$ cat src/rtl/mult_pkg.sv
// Shared definitions for the shift-add multiplier controller and datapath.
// Holds the state encoding and its width so the datapath bench can decode
// the controller state with the same constants.
package mult_pkg;

    localparam int STATE_W = 3;

    typedef enum logic [STATE_W-1:0] {
        ST_IDLE  = 3'd0,
        ST_LOAD  = 3'd1,
        ST_ADD   = 3'd2,
        ST_SHIFT = 3'd3,
        ST_DONE  = 3'd4
    } state_t;

endpackage

$ cat src/rtl/mult_seq_ctrl_if.sv
// Handshake and strobe bundle between the requester/datapath side and the
// multiplier sequencer.
//   start, abort      requester -> controller
//   mplier_lsb        datapath  -> controller
//   ld_regs, add_en,
//   shift_en          controller -> datapath strobes
//   busy, done, iter  controller -> requester status
interface mult_seq_ctrl_if #(
    parameter int WIDTH = 8,
    parameter int CNT_W = $clog2(WIDTH)
);
    logic             start;
    logic             abort;
    logic             mplier_lsb;
    logic             ld_regs;
    logic             add_en;
    logic             shift_en;
    logic             busy;
    logic             done;
    logic [CNT_W-1:0] iter;

    modport master (
        output start, abort, mplier_lsb,
        input  ld_regs, add_en, shift_en, busy, done, iter
    );

    modport slave (
        input  start, abort, mplier_lsb,
        output ld_regs, add_en, shift_en, busy, done, iter
    );
endinterface

$ cat src/rtl/iter_counter.sv
// Iteration counter for the multiplier sequencer.
// Ports:
//   clk    system clock, rising edge
//   reset  asynchronous, active-low
//   i_clr  synchronous clear (wins over enable)
//   i_en   count up by one
//   o_cnt  current count, 0..WIDTH-1
//   o_tc   terminal count flag, high when o_cnt == WIDTH-1
module iter_counter #(
    parameter int WIDTH = 8,
    parameter int CNT_W = $clog2(WIDTH)
) (
    input  logic             clk,
    input  logic             reset,
    input  logic             i_clr,
    input  logic             i_en,
    output logic [CNT_W-1:0] o_cnt,
    output logic             o_tc
);

    localparam logic [CNT_W-1:0] LAST = CNT_W'(WIDTH - 1);

    logic [CNT_W-1:0] r_cnt;
    logic             w_tc;

    assign w_tc = (r_cnt == LAST);

    // Holding at terminal count means the counter can never wrap.
    always_ff @(posedge clk or negedge reset) begin
        if (!reset) begin
            r_cnt <= '0;
        end else if (i_clr) begin
            r_cnt <= '0;
        end else if (i_en && !w_tc) begin
            r_cnt <= r_cnt + CNT_W'(1);
        end
    end

    assign o_cnt = r_cnt;
    assign o_tc  = w_tc;

endmodule

$ cat src/rtl/mult_seq_ctrl.sv
// Moore sequencer for the shift-add multiplier datapath. Issues one strobe
// per cycle (load, then WIDTH add/shift pairs) and handshakes via
// start/busy/done. No datapath lives here.
// Ports:
//   clk    system clock, rising edge
//   reset  asynchronous, active-low; forces IDLE
//   bus    mult_seq_ctrl_if slave: start/abort/mplier_lsb in,
//          ld_regs/add_en/shift_en/busy/done/iter out
//
//   state | meaning
//   ------+-------------------------------------------------------------
//   IDLE  | waiting for start, all outputs low
//   LOAD  | ld_regs: load operands, clear accumulator, iteration = 0
//   ADD   | add_en follows mplier_lsb
//   SHIFT | shift_en; last iteration goes to DONE, else back to ADD
//   DONE  | one-cycle done pulse; start here restarts without dropping busy
module mult_seq_ctrl
    import mult_pkg::*;
#(
    parameter int WIDTH = 8,
    parameter int CNT_W = $clog2(WIDTH)
) (
    input  logic              clk,
    input  logic              reset,
    mult_seq_ctrl_if.slave    bus
);

    state_t           r_state;
    state_t           w_next;
    logic             r_ld_regs;
    logic             r_add_arm;
    logic             r_shift_en;
    logic             r_busy;
    logic             r_done;
    logic [CNT_W-1:0] w_iter;
    logic             w_tc;
    logic             w_cnt_clr;
    logic             w_cnt_en;

    always_comb begin
        w_next = ST_IDLE;
        case (r_state)
            ST_IDLE:  w_next = (bus.start && !bus.abort) ? ST_LOAD : ST_IDLE;
            ST_LOAD:  w_next = bus.abort ? ST_IDLE : ST_ADD;
            ST_ADD:   w_next = bus.abort ? ST_IDLE : ST_SHIFT;
            ST_SHIFT: w_next = bus.abort ? ST_IDLE : (w_tc ? ST_DONE : ST_ADD);
            ST_DONE:  w_next = bus.abort ? ST_IDLE : (bus.start ? ST_LOAD : ST_IDLE);
            default:  w_next = ST_IDLE;
        endcase
    end

    // Outputs are registered from the next-state value so they line up with
    // the state they belong to without any decode path from inputs.
    always_ff @(posedge clk or negedge reset) begin
        if (!reset) begin
            r_state    <= ST_IDLE;
            r_ld_regs  <= 1'b0;
            r_add_arm  <= 1'b0;
            r_shift_en <= 1'b0;
            r_busy     <= 1'b0;
            r_done     <= 1'b0;
        end else begin
            r_state    <= w_next;
            r_ld_regs  <= (w_next == ST_LOAD);
            r_add_arm  <= (w_next == ST_ADD);
            r_shift_en <= (w_next == ST_SHIFT);
            r_busy     <= (w_next != ST_IDLE);
            r_done     <= (w_next == ST_DONE);
        end
    end

    // Clearing on entry to IDLE or LOAD makes iter read 0 while idle, during
    // LOAD and after an abort; it holds WIDTH-1 through DONE.
    assign w_cnt_clr = (w_next == ST_IDLE) || (w_next == ST_LOAD);
    assign w_cnt_en  = (r_state == ST_SHIFT) && (w_next == ST_ADD);

    iter_counter #(
        .WIDTH (WIDTH),
        .CNT_W (CNT_W)
    ) u_iter_counter (
        .clk   (clk),
        .reset (reset),
        .i_clr (w_cnt_clr),
        .i_en  (w_cnt_en),
        .o_cnt (w_iter),
        .o_tc  (w_tc)
    );

    // The add strobe is the one output that depends on a live input: the
    // multiplier LSB present during the ADD cycle, gated by the state flop.
    assign bus.ld_regs  = r_ld_regs;
    assign bus.add_en   = r_add_arm & bus.mplier_lsb;
    assign bus.shift_en = r_shift_en;
    assign bus.busy     = r_busy;
    assign bus.done     = r_done;
    assign bus.iter     = w_iter;

endmodule

$ cat src/flat_wrapper.sv
// flat-port wrapper written by rule: the top's interface ports become plain ports
module mult_seq_ctrl_flat import mult_pkg::*;
#(
    parameter int WIDTH = 8,
    parameter int CNT_W = $clog2(WIDTH)
)
  (clk, reset, bus_start, bus_abort, bus_mplier_lsb, bus_ld_regs, bus_add_en, bus_shift_en, bus_busy, bus_done, bus_iter);
  mult_seq_ctrl_if #(.WIDTH(WIDTH), .CNT_W(CNT_W)) bus_i ();
  input  logic clk;
  input  logic reset;
  input wire logic [$bits(bus_i.start)-1:0] bus_start;
  input wire logic [$bits(bus_i.abort)-1:0] bus_abort;
  input wire logic [$bits(bus_i.mplier_lsb)-1:0] bus_mplier_lsb;
  output wire logic [$bits(bus_i.ld_regs)-1:0] bus_ld_regs;
  output wire logic [$bits(bus_i.add_en)-1:0] bus_add_en;
  output wire logic [$bits(bus_i.shift_en)-1:0] bus_shift_en;
  output wire logic [$bits(bus_i.busy)-1:0] bus_busy;
  output wire logic [$bits(bus_i.done)-1:0] bus_done;
  output wire logic [$bits(bus_i.iter)-1:0] bus_iter;
  assign bus_i.start = bus_start;
  assign bus_i.abort = bus_abort;
  assign bus_i.mplier_lsb = bus_mplier_lsb;
  assign bus_ld_regs = bus_i.ld_regs;
  assign bus_add_en = bus_i.add_en;
  assign bus_shift_en = bus_i.shift_en;
  assign bus_busy = bus_i.busy;
  assign bus_done = bus_i.done;
  assign bus_iter = bus_i.iter;
  mult_seq_ctrl #(.WIDTH(WIDTH), .CNT_W(CNT_W)) u_core (.clk(clk), .reset(reset), .bus(bus_i));
endmodule
$ cat config.mk
export PLATFORM = sky130hd
export DESIGN_NAME = mult_seq_ctrl_flat
export DESIGN_NICKNAME = d
export VERILOG_FILES = /design/src/rtl/mult_pkg.sv /design/src/rtl/mult_seq_ctrl_if.sv /design/src/rtl/iter_counter.sv /design/src/rtl/mult_seq_ctrl.sv /design/src/flat_wrapper.sv
export SDC_FILE = /design/constraint.sdc
export NUM_CORES = 1
export LEC_CHECK = 0
export CORE_AREA = 2 2 39 41
export CTS_CLUSTER_DIAMETER = 60
export DETAILED_ROUTE_END_ITERATION = 10
export DIE_AREA = 0 0 41 43
export GPL_ROUTABILITY_DRIVEN = 1
export PLACE_DENSITY = 0.7
export SYNTH_ARGS = -nofsm -noshare
export SYNTH_HDL_FRONTEND = slang
export SYNTH_SLANG_ARGS = --single-unit
$ cat constraint.sdc
create_clock -name clk -period 2.44 [get_ports clk]
set_clock_uncertainty 0.1 [all_clocks]
set_input_delay 0.732 -clock clk [delete_from_list [all_inputs] [get_ports clk]]
set_output_delay 0.732 -clock clk [all_outputs]
set_load 0.03 [all_outputs]
==> impl_metrics.env <==
export IMPL_place_gp_congestion=0.726
export IMPL_clk_latency_ns=0.26
export IMPL_place_inst=69
export IMPL_cts_buffer_depth=2
export IMPL_async_flop_share=1.00
export IMPL_switchingPower_mw=0.101
export IMPL_synth_xor_area_frac=0
export IMPL_gr_total_overflow=0
export IMPL_grt_pass1_vias=345
export IMPL_io_pins=13
export IMPL_p_seq_frac=0.539
export IMPL_sw_frac_of_total=0.264
export IMPL_grt_max_degree=12
export IMPL_wirelength_um=887
export IMPL_grt_antenna_before_repair=0
export IMPL_synth_compound_area_frac=0.138
export IMPL_clock_sinks=11
export IMPL_dr_pass1_iters=4
export IMPL_io_buffer_count=12
export IMPL_antenna_cells=0
export IMPL_finalWorstSetupSlack_ns=0.159
export IMPL_cts_tree="done"
export IMPL_hold_viol_final=0
export IMPL_ctsResizeCount=0
export IMPL_netlist_area_leader_share=0.551
export IMPL_pwr_share_comb=0.145
export IMPL_postCtsHoldBufs=0
export IMPL_clkTransAtPathRegs_ns=0.07
export IMPL_syn_nets=51
export IMPL_vias=377
export IMPL_synth_area_mux_share=0
export IMPL_synthAdderAreaFrac=0.0501
export IMPL_routedWlPerCell_um=12.2
export IMPL_coreArea_um2=1380
export IMPL_ys_types=20
export IMPL_die_area_um2=1760
export IMPL_yosysMostFrequentCell="dfrtp_1"
export IMPL_grt_setup_unrepaired="false"
export IMPL_grt_usage=0.130
export IMPL_regArea_um2=275
export IMPL_root_buffer="clkbuf_4"
export IMPL_crit_fanout=1
export IMPL_worst_pin_slew_ns=0.468
export IMPL_finalCritPeriodShare=0.935
export IMPL_power_mw=0.382
export IMPL_via_per_inst=5.16
export IMPL_leakagePower_nw=0.287
export IMPL_reg2reg_slack_ns=0.80
export IMPL_fin_nets=65
export IMPL_multi_input_area_um2=195
export IMPL_fmax_mhz=438
export IMPL_worstPathRequired_ns=1.61
export IMPL_maxSlewHeadroom=0.687
export IMPL_synth_area_per_cell_um2=11.3
export IMPL_cp_arrival_ns=1.45
export IMPL_post_cts_setup_buffer_count=0
export IMPL_drc=0
export IMPL_drv_slew=0
export IMPL_antenna_left=0
export IMPL_numCtsBuffers=3
export IMPL_finalSetupTns_ns=0
export IMPL_layoutNonFillerInstCount=73
export IMPL_ys_seq_area_frac=0.551
export IMPL_syn_area_um2=499
export IMPL_start_kind="primary input"
export IMPL_min_path_type="reg2reg"
export IMPL_critPathCaptureType="output port"
export IMPL_initial_utilization=0.361
export IMPL_setup_viol=0
export IMPL_die_width_um=41
export IMPL_hpwl_um=670
export IMPL_p_per_area_nw_per_um2=596
export IMPL_synth_largest_area_cell="dfrtp_1"
export IMPL_syn_inst=44
export IMPL_ys_flop_type="dfrtp_1"
export IMPL_drv_cap=0
export IMPL_path_class="in2out"
export IMPL_ys_warn_count=0
export IMPL_clkPwrFrac=0.316
export IMPL_synth_seq_cells=11
export IMPL_drive_above_1_share=0.123
export IMPL_status="finished, final reports clean"
export IMPL_synth_edf_count=0
export IMPL_synth_top_family_by_area="simple AND/OR/NAND/NOR gates"
export IMPL_internal_power_mw=0.281
export IMPL_period_needed_ns=2.28
export IMPL_drt_iter0_drc=1
export IMPL_nFillCells=142
export IMPL_vdd_ir_drop_max_v=0.000256
export IMPL_yosys_top_cells_area="dfrtp_1 (55%), ha_1 (5.0%), o211ai_1 (4.5%)"
export IMPL_dpl_worst_slack_ns=0.165
export IMPL_synth_common_cells="dfrtp_1 (11), nand2_1 (5), nor2_1 (3), o211ai_1 (3)"
export IMPL_yosys_area_share_simple=0.203
export IMPL_htreeDepth=1
export IMPL_num_rows=14
export IMPL_synthToLayoutAreaGrowth_pct=28.6
export IMPL_grt_pass1_wl_um=1480
export IMPL_dieHeight_um=43
==> logic make-up after synthesis <==
kind of cell / Yosys count
adders and majority gates: 2
buffers and inverters: 5
and+or+nand+nor: 16
AOI/OAI and AO/OA: 10
DFF: 11
==> flip-flops by register name (all words and copies together) (netlist names) <==
name / flops
u_core.bus.done: 1
u_core.r_state: 3
u_core.u_iter_counter.o_cnt: 3
u_core.bus.shift_en: 1
u_core.r_add_arm: 1
u_core.bus.ld_regs: 1
u_core.bus.busy: 1
==> power groups by stage <==
stage	registers (mW)	clock network, mW	logic, mW
final	0.206	0.121	0.0552
after global routing	0.209	0.137	0.0613
after CTS	0.206	0.127	0.0560
after detailed placement	0.210	0	0.0558
after global placement	0.209	0	0.0552
after floorplan	0.212	0	0.0309
==> placed cells by master, fill, tap and decap left out, drive strengths merged <==
master,synthesis,final
nor2,3,3
clkdlybuf4s50,0,11
and2,2,2
and4bb,1,1
a21oi,2,2
o21ai,1,1
a21boi,1,1
nor2b,1,1
clkbuf,1,4
nand2b,1,1
nand2,5,5
buf,2,1
dfrtp,11,11
inv,2,2
ha,2,2
a311oi,2,2
nand4b,2,2
o211ai,3,3
a31oi,1,1
or4b,1,1
==> critical path, stage by stage <==
cell             delay [ns]
clkdlybuf4s50_1        0.45
and2_1                 0.11
buf_4                  0.15
==> stage by stage <==
stage                     instance area, um^2   util  hold slack [ns]
final                                     642  0.464            0.377
after global routing                      642  0.464            0.403
after CTS                                 642  0.464            0.382
after detailed placement                  616  0.445            0.378
after global placement                    616  0.445            0.360
after floorplan                           499      -            0.328
==> path summary, 6_finish.rpt <==
kind	depth (start not counted)	end	from
max reg2reg	4	u_core.u_iter_counter.o_cnt[2]	u_core.u_iter_counter.o_cnt[0]
min	1	u_core.u_iter_counter.o_cnt[1]	u_core.r_state[2]
min in group asynchronous	1	u_core.r_state[0]	reset
max in group asynchronous	1	u_core.r_state[2]	reset
max	3	bus_add_en	bus_mplier_lsb
min reg2reg	1	u_core.u_iter_counter.o_cnt[1]	u_core.r_state[2]
==> final cells by class <==
cell class                 count  area share
clock buffer                   4      0.0409
inverter                       2      0.0117
multi-input combinational     28       0.304
sequential                    11       0.429
tap                           16      0.0312
timing repair buffer          12       0.183
==> per-layer routing <==
metal,part of all wire,GRT usage,up-vias
met1,0.42,0.162,183
li1,-,-,182
met3,0.051,0.0471,2
met2,0.51,0.184,10
met4,0.016,0.0800,0
met5,0,0,-
Power figures use the tool's default switching activity.
